$ cat config.mk
export PLATFORM = sky130hd
export DESIGN_NAME = lsu_ctrl
export DESIGN_NICKNAME = d
export VERILOG_FILES = /design/src/rtl/lsu_ctrl_pkg.sv /design/src/rtl/lsu_rsp_fifo.sv /design/src/rtl/lsu_ctrl.sv
export SDC_FILE = /design/constraint.sdc
export NUM_CORES = 1
export LEC_CHECK = 0
export ABC_AREA = 1
export CAP_MARGIN = 5
export CORE_MARGIN = 2
export CORE_UTILIZATION = 45
export CTS_BUF_LIST = sky130_fd_sc_hd__clkbuf_16
export DETAILED_ROUTE_END_ITERATION = 6
export PLACE_DENSITY = 0.83
export SYNTH_ARGS = -nofsm -noshare
export SYNTH_HDL_FRONTEND = slang
export SYNTH_SLANG_ARGS = --single-unit
$ cat constraint.sdc
create_clock -name clk -period 5.26 [get_ports clk]
set_clock_uncertainty 0.1 [all_clocks]
set_input_delay 0.526 -clock clk [delete_from_list [all_inputs] [get_ports clk]]
set_output_delay 0.526 -clock clk [all_outputs]
set_load 0.02 [all_outputs]
$ cat src/rtl/lsu_ctrl_pkg.sv
// Shared types for the load/store control stage: control bundle, fault codes,
// response payload and the request legality check.
package lsu_ctrl_pkg;

    typedef enum logic [1:0] {
        DB = 2'd0,
        DH = 2'd1,
        DW = 2'd2,
        DX = 2'd3
    } data_width;

    typedef struct packed {
        logic      l;
        logic      s;
        data_width dw;
        logic      sign;
    } control_signals_t;

    typedef enum logic [1:0] {
        FLT_NONE     = 2'd0,
        FLT_MISALIGN = 2'd1,
        FLT_RANGE    = 2'd2,
        FLT_ILLEGAL  = 2'd3
    } lsu_fault_e;

    typedef struct packed {
        logic [31:0] rdata;
        logic        is_load;
        lsu_fault_e  fault;
    } lsu_rsp_t;

    // data_src always touches a 4-byte window, so the range limit ignores width.
    function automatic lsu_fault_e lsu_check(input logic [31:0] addr,
                                             input control_signals_t cs,
                                             input int mem_bytes = 256);
        logic [32:0] limit;
        limit = 33'(mem_bytes - 4);
        if ((cs.l && cs.s) || (!cs.l && !cs.s) || (cs.dw == DX))
            return FLT_ILLEGAL;
        if ((cs.dw == DH && addr[0]) || (cs.dw == DW && addr[1:0] != 2'b00))
            return FLT_MISALIGN;
        if ({1'b0, addr} > limit)
            return FLT_RANGE;
        return FLT_NONE;
    endfunction

endpackage

$ cat src/rtl/lsu_rsp_fifo.sv
// In-order response queue; head reads as zero while empty so idle outputs stay clean.
module lsu_rsp_fifo
    import lsu_ctrl_pkg::*;
#(
    parameter int DEPTH = 3
) (
    input  logic                         clk,
    input  logic                         rst_n,
    input  logic                         push,
    input  lsu_rsp_t                     push_data,
    input  logic                         pop,
    output logic [$clog2(DEPTH+1)-1:0]   count,
    output lsu_rsp_t                     head
);
    localparam int CW = $clog2(DEPTH + 1);
    localparam int PW = (DEPTH > 1) ? $clog2(DEPTH) : 1;

    lsu_rsp_t      store [DEPTH];
    logic [PW-1:0] rd_ptr;
    logic [PW-1:0] wr_ptr;
    logic          do_push;
    logic          do_pop;

    assign do_pop  = pop && (count != '0);
    assign do_push = push && (count != CW'(DEPTH));

    function automatic logic [PW-1:0] bump(input logic [PW-1:0] p);
        return (p == PW'(DEPTH - 1)) ? '0 : p + PW'(1);
    endfunction

    always_ff @(posedge clk or negedge rst_n) begin
        if (!rst_n) begin
            rd_ptr <= '0;
            wr_ptr <= '0;
            count  <= '0;
        end else begin
            if (do_push) wr_ptr <= bump(wr_ptr);
            if (do_pop)  rd_ptr <= bump(rd_ptr);
            if (do_push && !do_pop)
                count <= count + CW'(1);
            else if (do_pop && !do_push)
                count <= count - CW'(1);
        end
    end

    always_ff @(posedge clk) begin
        if (do_push) store[wr_ptr] <= push_data;
    end

    assign head = (count != '0) ? store[rd_ptr] : '0;

endmodule

$ cat src/rtl/lsu_ctrl.sv
// Load/store control stage: checks requests, drives data_src, and returns
// one in-order response per request through a small response queue.
module lsu_ctrl
    import lsu_ctrl_pkg::*;
#(
    parameter int MEM_BYTES = 256,
    parameter int RSP_DEPTH = 3
) (
    input  logic             clk,
    input  logic             rst_n,
    input  logic             req_valid,
    output logic             req_ready,
    input  logic [31:0]      req_addr,
    input  logic [31:0]      req_wdata,
    input  control_signals_t req_cs,
    output logic             rsp_valid,
    input  logic             rsp_ready,
    output logic [31:0]      rsp_rdata,
    output logic             rsp_is_load,
    output lsu_fault_e       rsp_fault,
    output logic [31:0]      mem_addr,
    output logic [31:0]      mem_wdata,
    output control_signals_t mem_cs,
    input  logic [31:0]      mem_rdata
);
    localparam int CW = $clog2(RSP_DEPTH + 1);

    logic             accept;
    lsu_fault_e       req_fault;
    logic             pend_v;
    logic             pend_is_load;
    lsu_fault_e       pend_fault;
    logic [CW-1:0]    fifo_count;
    lsu_rsp_t         push_data;
    lsu_rsp_t         head;

    assign req_fault = lsu_check(req_addr, req_cs, MEM_BYTES);

    // A request in flight in the pend stage already owns a queue slot.
    assign req_ready = rst_n && ((int'(fifo_count) + int'(pend_v)) < RSP_DEPTH);
    assign accept    = req_valid && req_ready;

    always_comb begin
        mem_addr  = '0;
        mem_wdata = '0;
        mem_cs    = '0;
        if (accept) begin
            mem_addr  = req_addr;
            mem_wdata = req_wdata;
            mem_cs    = req_cs;
            if (req_fault != FLT_NONE) begin
                mem_cs.l = 1'b0;
                mem_cs.s = 1'b0;
            end
        end
    end

    always_ff @(posedge clk or negedge rst_n) begin
        if (!rst_n) begin
            pend_v       <= 1'b0;
            pend_is_load <= 1'b0;
            pend_fault   <= FLT_NONE;
        end else begin
            pend_v       <= accept;
            pend_is_load <= req_cs.l;
            pend_fault   <= req_fault;
        end
    end

    // mem_rdata is valid here only for a fault-free load accepted last cycle.
    always_comb begin
        push_data.rdata   = (pend_is_load && pend_fault == FLT_NONE) ? mem_rdata : '0;
        push_data.is_load = pend_is_load;
        push_data.fault   = pend_fault;
    end

    lsu_rsp_fifo #(
        .DEPTH (RSP_DEPTH)
    ) u_rsp_fifo (
        .clk       (clk),
        .rst_n     (rst_n),
        .push      (pend_v),
        .push_data (push_data),
        .pop       (rsp_ready),
        .count     (fifo_count),
        .head      (head)
    );

    assign rsp_valid   = (fifo_count != '0);
    assign rsp_rdata   = head.rdata;
    assign rsp_is_load = head.is_load;
    assign rsp_fault   = head.fault;

endmodule

# Word-level counts from Yosys, hierarchy flattened
# Memory sizes are Yosys's and may differ from the RTL's.
# Cells that the tools add are included.
# totals
register_bits	10
latchBits	0
ramBits	105
rom_bits	0
elab_cells	67
n_memories	1
# memory_table
name	words	word_bits	rd	rd_clocked_by_memory_dff	wr	line_no	rtl
u_rsp_fifo.store	3	35	1	0	1	lsu_rsp_fifo.sv:18	lsu_rsp_t store [DEPTH];
# op_classes
add_sub_neg	5
multipliers	0
n_div	0
order_cmp	2
eq_ne	6
shift	0
muxes	24
n_bitwise	0
n_reduce_logical	23
# ops
op	count
2-to-1 mux 32 bit	3
2-to-1 mux 35 bit	1
greater-than comparator 32 x 8 -> 1 bit (second input constant)	1
2-to-1 mux 2 bit	11
logical AND 1 bit	11
== test 2 bit (second input constant)	4
2-to-1 mux 1 bit	8
nonzero test 2 bit	4
adder 2 x 1 -> 2 bit (second input constant)	3
2-to-1 mux 5 bit	1
zero test 1 bit	4
adder 2 x 1 -> 3 bit	1
logical OR 1 bit	3
less-than comparator 3 x 2 -> 1 bit (second input constant)	1
== test 2 x 1 -> 1 bit (second input constant)	1
zero test 2 bit	1
inequality test 2 bit (second input constant)	1
subtractor 2 x 1 -> 2 bit (second input constant)	1

# Logic depth before layout (Yosys ltp)
# Gate-level depths: netlist (run 1).
# depth
ltp_word	14
mapped_depth	10

# Cells and area by module
# From an unflattened synthesis (run 1), not the netlist that was laid out.
# hier_totals
hier_cells	644
hier_area_um2	5985.7
# modules_own_cells
mod	n_inst	cells_each	area_per_inst_um2	seq_area_each_um2
lsu_rsp_fifo	1	373	4820.9	3303.2
lsu_ctrl	1	271	1164.9	100.1

# Worst setup path after synthesis (run 1)
# No wires, ideal clock.
# synth_path
path_type	register to register
startpoint	register u_rsp_fifo.count[0]
endpoint	memory u_rsp_fifo.store[2][0] (netlist name), enable pin
setup_ns	0.471
arrival_ns	3.242
required_ns	4.689
slack_ns	1.447
stages_incl_launch_ff	4
n_path_buf	0
period_less_slack_ns	3.813
cell_sequence	dfrtp_1 -> a21boi_0 -> inv_1 -> nor3_1
# synth_via
elab_chain_cells	4
# synth_rtl
item	line_no	rtl
from (decl)	lsu_rsp_fifo.sv:12	output logic [$clog2(DEPTH+1)-1:0] count,
from (signal assigned)	lsu_rsp_fifo.sv:40	count <= count + CW'(1);
from (signal assigned)	lsu_rsp_fifo.sv:42	count <= count - CW'(1);
inequality test 2 bit	lsu_rsp_fifo.sv:25	assign do_push = push && (count != CW'(DEPTH));
logical AND 1 bit	lsu_rsp_fifo.sv:25	
net u_rsp_fifo.do_push	lsu_rsp_fifo.sv:21	logic do_push;
2-to-1 mux 1 bit	lsu_rsp_fifo.sv:47	if (do_push) store[wr_ptr] <= push_data;
2-to-1 mux 1 bit (implied by the code)	lsu_rsp_fifo.sv:47	
to (decl)	lsu_rsp_fifo.sv:18	
# The timed path passes the listed nets, and every way through them passes these cells.

# Final worst setup path (run 1)
# layout_path
startpoint	register u_rsp_fifo.rd_ptr[0]
endpoint	output rsp_rdata[1]
# layout_via
elab_chain_cells	2
# layout_rtl
item	line_no	rtl
from (decl)	lsu_rsp_fifo.sv:19	logic [PW-1:0] rd_ptr;
from (signal assigned)	lsu_rsp_fifo.sv:38	if (do_pop) rd_ptr <= bump(rd_ptr);
memory read (3 x 35 bit)	-	
2-to-1 mux 35 bit	lsu_rsp_fifo.sv:50	assign head = (count != '0) ? store[rd_ptr] : '0;
to (decl)	lsu_ctrl.sv:18	output logic [31:0] rsp_rdata,
# Every way passes these cells.

==> results of run 1 <==
## worst max-delay path, delay by kind of cell, from the launching register on
family | cells | cell delay, ns
and+or+nand+nor | 2 | 0.89
AOI/OAI and AO/OA | 1 | 0.25
DFF | 1 | 0.68
buffers and inverters | 3 | 0.91
## power groups by stage
stage / combinational, mW / clock [mW] / sequential [mW]
after global placement: 1.72 / 0 / 1.18
after CTS: 1.74 / 0.937 / 1.17
after floorplan: 1.03 / 0 / 1.16
after detailed placement: 1.73 / 0 / 1.18
after global routing: 1.88 / 0.988 / 1.18
final: 1.71 / 0.925 / 1.17
## metal layers
layer  wire (µm)  track usage [%]  up-vias
li1            -                -     2380
met1        5410             22.4     2178
met2        8030             41.6      174
met3        1180             7.62       27
met4         322             9.18        0
met5           0                0        -
## cell usage after synthesis (all sizes together)
| master | instances | area [µm²] |
|---|---|---|
| a21boi | 1 | 7.51 |
| a21oi | 1 | 5.00 |
| buf | 14 | 98.8 |
| clkbuf | 13 | 48.8 |
| dfrtp | 10 | 250 |
| edfxtp | 105 | 3150 |
| ha | 3 | 37.5 |
| inv | 190 | 713 |
| nand2 | 91 | 342 |
| nand3 | 23 | 115 |
| nor2 | 138 | 518 |
| nor3 | 1 | 5.00 |
| o211ai | 23 | 288 |
| o21a | 1 | 7.51 |
| o21ai | 29 | 145 |
| o21bai | 1 | 7.51 |
| or2 | 1 | 6.26 |
| xnor2 | 1 | 8.76 |
| xor2 | 1 | 8.76 |
## layout make-up
class,count,area [µm²]
Tap cell,172,215
Multi-Input combinational cell,315,1520
Clock inverter,14,60.1
Sequential cell,115,3400
Clock buffer,17,425
Timing Repair Buffer,217,2150
Inverter,190,713
Fill cell,1013,4070
## flip-flops by register name, indices dropped and copies added, names as in the netlist
signal,flops
pend_fault,2
u_rsp_fifo.wr_ptr,2
u_rsp_fifo.store,105
pend_v,1
u_rsp_fifo.rd_ptr,2
pend_is_load,1
u_rsp_fifo.count,2
## metrics by stage
stage / hold WS, ns / area [µm²] / instances
2_1_floorplan: 0.130 / 5770 / 647
3_3_place_gp: 0.390 / 8010 / 1009
3_5_place_dp: 0.389 / 8010 / 1009
4_1_cts: 0.357 / 8500 / 1040
5_1_grt: 0.384 / 8500 / 1040
6_report: 0.351 / 8500 / 1040
## how the worst max path moves through the flow
stage | startpoint | end | slack, ns | cells after the start
global placement | rst_n | mem_cs[4] | 1.54 | 9
global route | u_rsp_fifo.rd_ptr[0] | rsp_rdata[4] | 1.28 | 6
floorplan | u_rsp_fifo.count[0] | u_rsp_fifo.store[2][0] | 1.45 | 3
CTS | u_rsp_fifo.rd_ptr[0] | rsp_rdata[1] | 1.44 | 6
finish | u_rsp_fifo.rd_ptr[0] | rsp_rdata[1] | 1.49 | 6
detailed placement | rst_n | mem_cs[4] | 1.49 | 9
## layout by cell type, fill, tap and decap left out
cell             instances
dfrtp_1                 10
inv_2                    1
xor2_1                   1
buf_4                    7
nor2_1                 136
o211ai_2                23
nand3_1                 23
nor2_4                   2
o21ai_1                  1
or2_2                    1
xnor2_1                  1
o21bai_1                 1
o21a_1                   1
clkinv_2                 6
nand2_1                 90
inv_1                  194
edfxtp_1               105
clkdlybuf4s50_1        210
clkinv_1                 3
a21oi_1                  1
o21ai_0                 28
clkbuf_16               17
a21boi_0                 1
nand2_2                  1
ha_1                     3
nor3_2                   1
## cell families (layout without fill, tap and decap cells)
kind of cell	Yosys count	after routing
compound gates	56	56
flops	115	115
buf+inv	217	438
simple gates	254	254
fa+ha+maj	3	3
xor+xnor	2	2
==> impl_metrics.env, run 1 <==
export IMPL_grt_pass1_vias=4690
export IMPL_vdd_drop_max_mv=0.272
export IMPL_worstSetupEndpointType="output pin"
export IMPL_die_area_mm2=0.0137
export IMPL_critPathMaxFanout=36
export IMPL_synthMuxAreaShare_pct=0
export IMPL_drc=0
export IMPL_r2r_cells=3
export IMPL_status="completed"
export IMPL_postCtsHoldBufs=0
export IMPL_cts_tree="done"
export IMPL_synth_cell_type_count=23
export IMPL_fin_nets=964
export IMPL_cts_made_buffers=17
export IMPL_post_cts_buffers=0
export IMPL_syn_inst=647
export IMPL_wl_per_cell_um=14.4
export IMPL_drv_slew=0
export IMPL_clkTransAtPathRegs_ns=0.05
export IMPL_cts_resized=0
export IMPL_worst_slack_ns=1.49
export IMPL_drive_gt1_share_pct=6.80
export IMPL_rsz0062_at_grt="no"
export IMPL_synth_xor_xnor_area_share_pct=0.304
export IMPL_seq_power_share_pct=30.7
export IMPL_synth_top_family_by_area="simple AND/OR/NAND/NOR gates"
export IMPL_yosys_area_share_simple_pct=17.1
export IMPL_grt_ovfl_total=0
export IMPL_yosysWarnings=0
export IMPL_drtPass1Iterations=4
export IMPL_ys_ff_latch=115
export IMPL_total_power_mw=3.81
export IMPL_via_count=4759
export IMPL_antenna_found_initial=0
export IMPL_syn_mean_instance_area_um2=8.91
export IMPL_fp_dieW_um=117
export IMPL_hold_viol_final=0
export IMPL_place_ws_ns=1.49
export IMPL_grt_max_degree=54
export IMPL_power_density_mw_per_mm2=448
export IMPL_htree_levels=4
export IMPL_num_io_pins=211
export IMPL_startpoint_type="register"
export IMPL_max_freq_mhz=266
export IMPL_clock_sinks=115
export IMPL_drt_iter0_markers=238
export IMPL_via_per_inst=4.58
export IMPL_syn_num_nets=755
export IMPL_p_comb_share_pct=45.0
export IMPL_synth_compound_area_share_pct=7.99
export IMPL_clk_latency_ns=0.41
export IMPL_worst_pin_slew_ns=1.14
export IMPL_arrival_ns=3.14
export IMPL_wl_um=14900
export IMPL_post_synth_instance_area_mm2=0.00577
export IMPL_relSlewSlack_pct=24.1
export IMPL_rows=41
export IMPL_slowest_stage="or2_2"
export IMPL_postLayoutCoreUtil_pct=67.6
export IMPL_path_class="register to output pin"
export IMPL_switchingPower_mw=1.40
export IMPL_r2r_end="u_rsp_fifo.store[1][14]"
export IMPL_reg2reg_setup_slack_ns=2.86
export IMPL_initial_core_util_pct=45.9
export IMPL_ant_nets=0
export IMPL_hold_path_class="input pin to asynchronous set/reset pin"
export IMPL_cts_buffer_depth=2
export IMPL_hpwl_um=10400
export IMPL_p_int_mw=2.40
export IMPL_period_needed_ns=3.77
export IMPL_cpPeakStageDelay_ns=0.82
export IMPL_diodes=0
export IMPL_root_buffer="clkbuf_16"
export IMPL_synth_fa_ha_area_share_pct=0.651
export IMPL_numPortBuffers=210
export IMPL_p_leak_nw=3.93
export IMPL_finalSetupViolCount=0
export IMPL_gp_congestion=0.847
export IMPL_syn_to_final_growth_pct=47.4
export IMPL_ys_seq_area_share_pct=59.0
export IMPL_die_h_um=117
export IMPL_grt_pass1_wl_um=22400
export IMPL_path_cells="buf_4 > or2_2 > nor2_1 > o21ai_0 > inv_1 > clkdlybuf4s50_1"
export IMPL_gr_usage_all_layers_pct=22.3
export IMPL_core_mm2=0.0126
export IMPL_crit_reg2reg_launch="u_rsp_fifo.count[0]"
export IMPL_period_share_pct=71.6
export IMPL_tns_ns=0
export IMPL_clkPwrFrac_pct=24.3
export IMPL_swShare_pct=36.9
export IMPL_cap_viol_max_count=0
export IMPL_crit_required_ns=4.63
Power figures use the tool's default switching activity.
==> run 2, diff against run 1 <==
--- a/config.mk
+++ b/config.mk
@@ -8,10 +8,10 @@
 export ABC_AREA = 1
 export CAP_MARGIN = 5
 export CORE_MARGIN = 2
-export CORE_UTILIZATION = 45
+export CORE_UTILIZATION = 41
 export CTS_BUF_LIST = sky130_fd_sc_hd__clkbuf_16
 export DETAILED_ROUTE_END_ITERATION = 6
-export PLACE_DENSITY = 0.83
+export PLACE_DENSITY = 0.8
 export SYNTH_ARGS = -nofsm -noshare
 export SYNTH_HDL_FRONTEND = slang
 export SYNTH_SLANG_ARGS = --single-unit
==> constraint.sdc (replaced) <==
create_clock -name clk -period 3.11 [get_ports clk]
set_clock_uncertainty 0.1 [all_clocks]
set_input_delay 0.311 -clock clk [delete_from_list [all_inputs] [get_ports clk]]
set_output_delay 0.311 -clock clk [all_outputs]
set_load 0.02 [all_outputs]
==> run 2 against run 1 <==
Net effect: routed wire length increased by 5.9%; first-iteration DRC count increased by 23%; worst setup slack got worse by 1.3 ns; global-route usage decreased by 0.74 points; sequential share of layout area decreased by 1.7 points; register-to-register slack got worse by 2.0 ns; final area increased by 4.4%.
==> impl_metrics.env, run 2 (same netlist as run 1, synthesis figures left out) <==
export IMPL_status="completed"
export IMPL_antenna_found_initial=4
export IMPL_dpl_instance_area_mm2=0.00810
export IMPL_vdd_drop_max_mv=0.419
export IMPL_total_power_mw=6.84
export IMPL_crit_reg2reg_launch="u_rsp_fifo.count[0]"
export IMPL_drtPass1Iterations=4
export IMPL_grt_pass1_vias=4718
export IMPL_drv_slew=0
export IMPL_power_density_mw_per_mm2=771
export IMPL_grt_pass1_wl_um=23700
export IMPL_via_per_inst=4.51
export IMPL_wl_um=15800
export IMPL_fin_nets=969
export IMPL_via_count=4770
export IMPL_drc=0
export IMPL_cts_tree="done"
export IMPL_reg2reg_setup_slack_ns=0.84
export IMPL_tns_ns=0
export IMPL_core_mm2=0.0138
export IMPL_syn_to_final_growth_pct=53.9
export IMPL_layout_common_cells="190 x inv_1, 141 x clkdlybuf4s50_1, 136 x nor2_1"
export IMPL_htree_levels=4
export IMPL_worst_slack_ns=0.202
export IMPL_grt_ovfl_total=0
export IMPL_cpPeakStageDelay_ns=0.54
export IMPL_regMostFlops="u_rsp_fifo.store"
export IMPL_relSlewSlack_pct=32.5
export IMPL_worstSetupEndpointType="output pin"
export IMPL_numPortBuffers=210
export IMPL_initial_core_util_pct=41.7
export IMPL_gr_usage_all_layers_pct=21.5
export IMPL_hpwl_um=11300
export IMPL_crit_required_ns=2.70
export IMPL_post_cts_buffers=0
export IMPL_clkTransAtPathRegs_ns=0.05
export IMPL_path_cells="buf_4 > inv_2 > nand2_1 > o21ai_0 > o21ai_0 > inv_1 > clkdlybuf4s50_1"
export IMPL_multiInputGateArea_mm2=0.00153
export IMPL_place_ws_ns=0.454
export IMPL_r2r_cells=8
export IMPL_arrival_ns=2.50
export IMPL_hold_path_class="input pin to asynchronous set/reset pin"
export IMPL_max_freq_mhz=344
export IMPL_postLayoutCoreUtil_pct=64.2
export IMPL_root_buffer="clkbuf_16"
export IMPL_drive_gt1_share_pct=7.79
export IMPL_final_seq_area_mm2=0.00340
export IMPL_worst_pin_slew_ns=1.01
export IMPL_rows=43
export IMPL_cts_buffer_depth=2
export IMPL_gp_congestion=0.816
export IMPL_fill_cells=1159
export IMPL_rsz0062_at_grt="no"
export IMPL_worst_path_buf_inv=4
export IMPL_wl_per_cell_um=15.0
export IMPL_num_io_pins=211
export IMPL_clk_latency_ns=0.41
export IMPL_fp_dieW_um=123
export IMPL_r2r_end="u_rsp_fifo.count[1]"
export IMPL_cts_made_buffers=17
export IMPL_period_share_pct=93.5
export IMPL_drt_iter0_markers=293
export IMPL_period_needed_ns=2.91
export IMPL_hold_viol_final=0
export IMPL_ant_nets=0
export IMPL_p_leak_nw=5.14
export IMPL_largest_reg_flops=105
export IMPL_critPathMaxFanout=37
export IMPL_crit_top_cell="o21ai_0"
export IMPL_die_area_mm2=0.0150
export IMPL_slowest_stage="clkdlybuf4s50_1"
export IMPL_die_h_um=123
export IMPL_grt_max_degree=45
export IMPL_cap_viol_max_count=0
export IMPL_startpoint_type="register"
export IMPL_finalSetupViolCount=0
export IMPL_final_area_mm2=0.00887
export IMPL_crit_family="buffers and inverters"
export IMPL_path_class="register to output pin"
export IMPL_final_common_cell="inv_1"
export IMPL_clock_sinks=115
## run 2: cell types whose count changed in the layout (fill, tap and decap cells not counted)
cell | before | now
buf_12 | 0 | 3
buf_4 | 7 | 8
buf_6 | 0 | 1
bufinv_16 | 0 | 4
clkdlybuf4s50_1 | 210 | 141
clkinv_2 | 6 | 4
clkinvlp_4 | 0 | 2
diode_2 | 0 | 4
dlygate4sd2_1 | 0 | 3
dlymetal6s2s_1 | 0 | 66
inv_1 | 194 | 190
nor3_2 | 1 | 0
nor3_4 | 0 | 1
## run 2: worst max-delay path by stage
stage,start,endpoint,depth (start not counted)
after detailed placement,u_rsp_fifo.count[0],mem_wdata[31],9
after global placement,u_rsp_fifo.count[0],mem_wdata[31],9
after global routing,u_rsp_fifo.rd_ptr[1],rsp_rdata[4],7
final,u_rsp_fifo.rd_ptr[1],rsp_rdata[4],7
after floorplan,u_rsp_fifo.count[0],u_rsp_fifo.store[1][0],3
after CTS,u_rsp_fifo.count[0],mem_wdata[28],9
## run 2: layout make-up
| cell class | instances | share of cell area, % |
|---|---|---|
| antenna | 4 | 0.113 |
| clock buffer | 17 | 4.79 |
| clock inverter | 14 | 1.92 |
| inverter | 190 | 8.04 |
| multi-input combinational | 315 | 17.2 |
| sequential | 115 | 38.4 |
| tap | 180 | 2.54 |
| timing repair buffer | 222 | 27.0 |
## run 2: repair_timing
item / CTS / global route
setup endpoints to repair: 3 / 66
cloned: 0 / 0
resized for setup: 3 / 67
hold buffers: 0 / 0
## run 2: power by group
part           switching (mW)  internal [mW]  total (mW)
sequential             0.0635           1.88        1.94
combinational            1.74           1.23        2.97
clock                   0.614           1.31        1.93
## run 2: per-layer routing
layer | GRT usage, % | vias to the layer above | routed length, µm
li1 | - | 2391 | -
met1 | 22.4 | 2168 | 5620
met2 | 40.1 | 182 | 8520
met3 | 5.76 | 29 | 1070
met4 | 9.91 | 0 | 605
met5 | 0 | - | 0
## run 2: metrics by stage
stage          hold slack, ns  cells
2_1_floorplan         -0.0846    647
3_5_place_dp            0.379   1022
3_3_place_gp            0.381   1022
6_report                0.151   1057
4_1_cts                 0.142   1053
5_1_grt                 0.177   1057
==> run 3, diff against run 2 <==
--- a/config.mk
+++ b/config.mk
@@ -12,6 +12,7 @@
 export CTS_BUF_LIST = sky130_fd_sc_hd__clkbuf_16
 export DETAILED_ROUTE_END_ITERATION = 6
 export PLACE_DENSITY = 0.8
+export SKIP_CTS_REPAIR_TIMING = 1
 export SYNTH_ARGS = -nofsm -noshare
 export SYNTH_HDL_FRONTEND = slang
 export SYNTH_SLANG_ARGS = --single-unit
==> run 3 against run 2 <==
Net effect: sequential power barely moved; die area did not move; register-to-register slack barely moved; global-route usage did not move; non-clock buffer count did not move; critical path type unchanged; largest power group unchanged.
==> impl_metrics.env, run 3 (same netlist as run 1, synthesis figures left out) <==
export IMPL_place_ws_ns=0.454
export IMPL_antenna_found_initial=4
export IMPL_root_buffer="clkbuf_16"
export IMPL_cts_tree="done"
export IMPL_largest_reg_flops=105
export IMPL_drt_iter0_markers=273
export IMPL_max_freq_mhz=343
export IMPL_rows=43
export IMPL_drv_slew=0
export IMPL_period_share_pct=93.6
export IMPL_ant_nets=0
export IMPL_cap_viol_max_count=0
export IMPL_numPortBuffers=210
export IMPL_cts_made_buffers=17
export IMPL_clk_latency_ns=0.40
export IMPL_core_mm2=0.0138
export IMPL_regMostFlops="u_rsp_fifo.store"
export IMPL_relSlewSlack_pct=32.5
export IMPL_worst_pin_slew_ns=1.01
export IMPL_status="completed"
export IMPL_wl_um=15800
export IMPL_grt_ovfl_total=0
export IMPL_die_area_mm2=0.0150
export IMPL_via_count=4757
export IMPL_final_area_mm2=0.00888
export IMPL_grt_pass1_vias=4718
export IMPL_layout_common_cells="190 x inv_1, 141 x clkdlybuf4s50_1, 136 x nor2_1"
export IMPL_worstSetupEndpointType="output pin"
export IMPL_cp_endpoint="rsp_rdata[4]"
export IMPL_cts_buffer_depth=2
export IMPL_drive_gt1_share_pct=7.79
export IMPL_grt_max_degree=45
export IMPL_power_density_mw_per_mm2=769
export IMPL_grt_pass1_wl_um=23700
export IMPL_dpl_instance_area_mm2=0.00810
export IMPL_vdd_drop_max_mv=0.418
export IMPL_rsz0062_at_grt="no"
export IMPL_fin_cells=1057
export IMPL_wl_per_cell_um=15.0
export IMPL_worst_slack_ns=0.198
export IMPL_crit_required_ns=2.70
export IMPL_gp_congestion=0.816
export IMPL_hold_viol_final=0
export IMPL_clkTransAtPathRegs_ns=0.05
export IMPL_r2r_cells=8
export IMPL_die_h_um=123
export IMPL_syn_to_final_growth_pct=54.1
export IMPL_drtPass1Iterations=4
export IMPL_reg2reg_setup_slack_ns=0.84
export IMPL_critPathMaxFanout=37
export IMPL_tns_ns=0
export IMPL_finalSetupViolCount=0
export IMPL_htree_levels=4
export IMPL_gr_usage_all_layers_pct=21.5
export IMPL_initial_core_util_pct=41.7
export IMPL_clock_sinks=115
export IMPL_hpwl_um=11300
export IMPL_path_class="register to output pin"
export IMPL_arrival_ns=2.50
export IMPL_drc=0
export IMPL_num_io_pins=211
export IMPL_r2r_end="u_rsp_fifo.count[1]"
export IMPL_hold_path_class="input pin to asynchronous set/reset pin"
export IMPL_via_per_inst=4.50
export IMPL_fp_dieW_um=123
export IMPL_startpoint_type="register"
export IMPL_fin_nets=969
export IMPL_dp_cells=1022
export IMPL_p_leak_nw=5.17
export IMPL_postLayoutCoreUtil_pct=64.2
export IMPL_cp_startpoint="u_rsp_fifo.rd_ptr[1]"
export IMPL_final_common_cell="inv_1"
export IMPL_period_needed_ns=2.91
export IMPL_crit_reg2reg_launch="u_rsp_fifo.count[0]"
## run 3: cell count changes in the layout (fill, tap and decap cells not counted)
cell / change
dlygate4sd2_1: -3
dlymetal6s2s_1: +3
## run 3: through the flow
step | hold WS [ns] | total power [mW]
after CTS | 0.142 | 6.94
after global routing | 0.177 | 7.23
after global placement | 0.381 | 4.95
after floorplan | -0.0846 | 3.70
final | 0.154 | 6.84
after detailed placement | 0.379 | 4.99
## run 3: routing by layer
layer / wire, µm / part of all wire, % / track usage (%)
met4: 509 / 3.2 / 9.91
met1: 5610 / 35 / 22.4
met5: 0 / 0 / 0
met2: 8690 / 55 / 40.1
met3: 1010 / 6.4 / 5.76
## run 3: final cells by class
cell class                 count  area (µm²)
antenna                        4        10.0
clock buffer                  17         425
clock inverter                14         170
fill                        1153        4940
inverter                     190         713
multi-input combinational    315        1530
sequential                   115        3400
tap                          180         225
timing repair buffer         222        2410
## run 3: critical path: stages (launching register included)
cell	delay [ns]
dfrtp_1	0.33
buf_4	0.38
inv_2	0.06
nand2_1	0.35
o21ai_0	0.13
o21ai_0	0.22
inv_1	0.06
clkdlybuf4s50_1	0.54
## run 3: where the power goes
part,switching [mW],leakage [nW],internal [mW]
logic,1.74,3.79,1.23
clock network,0.612,0.292,1.31
registers,0.0633,1.09,1.88
## run 3: worst min-delay path by stage
stage | endpoint | slack (ns) | depth (start not counted)
5_1_grt | u_rsp_fifo.count[1] | 0.18 | 2
3_5_place_dp | u_rsp_fifo.store[0][0] | 0.38 | 0
3_3_place_gp | u_rsp_fifo.store[1][0] | 0.38 | 0
2_1_floorplan | pend_fault[0] | -0.08 | 0
4_1_cts | pend_v | 0.14 | 2
6_report | pend_v | 0.15 | 2
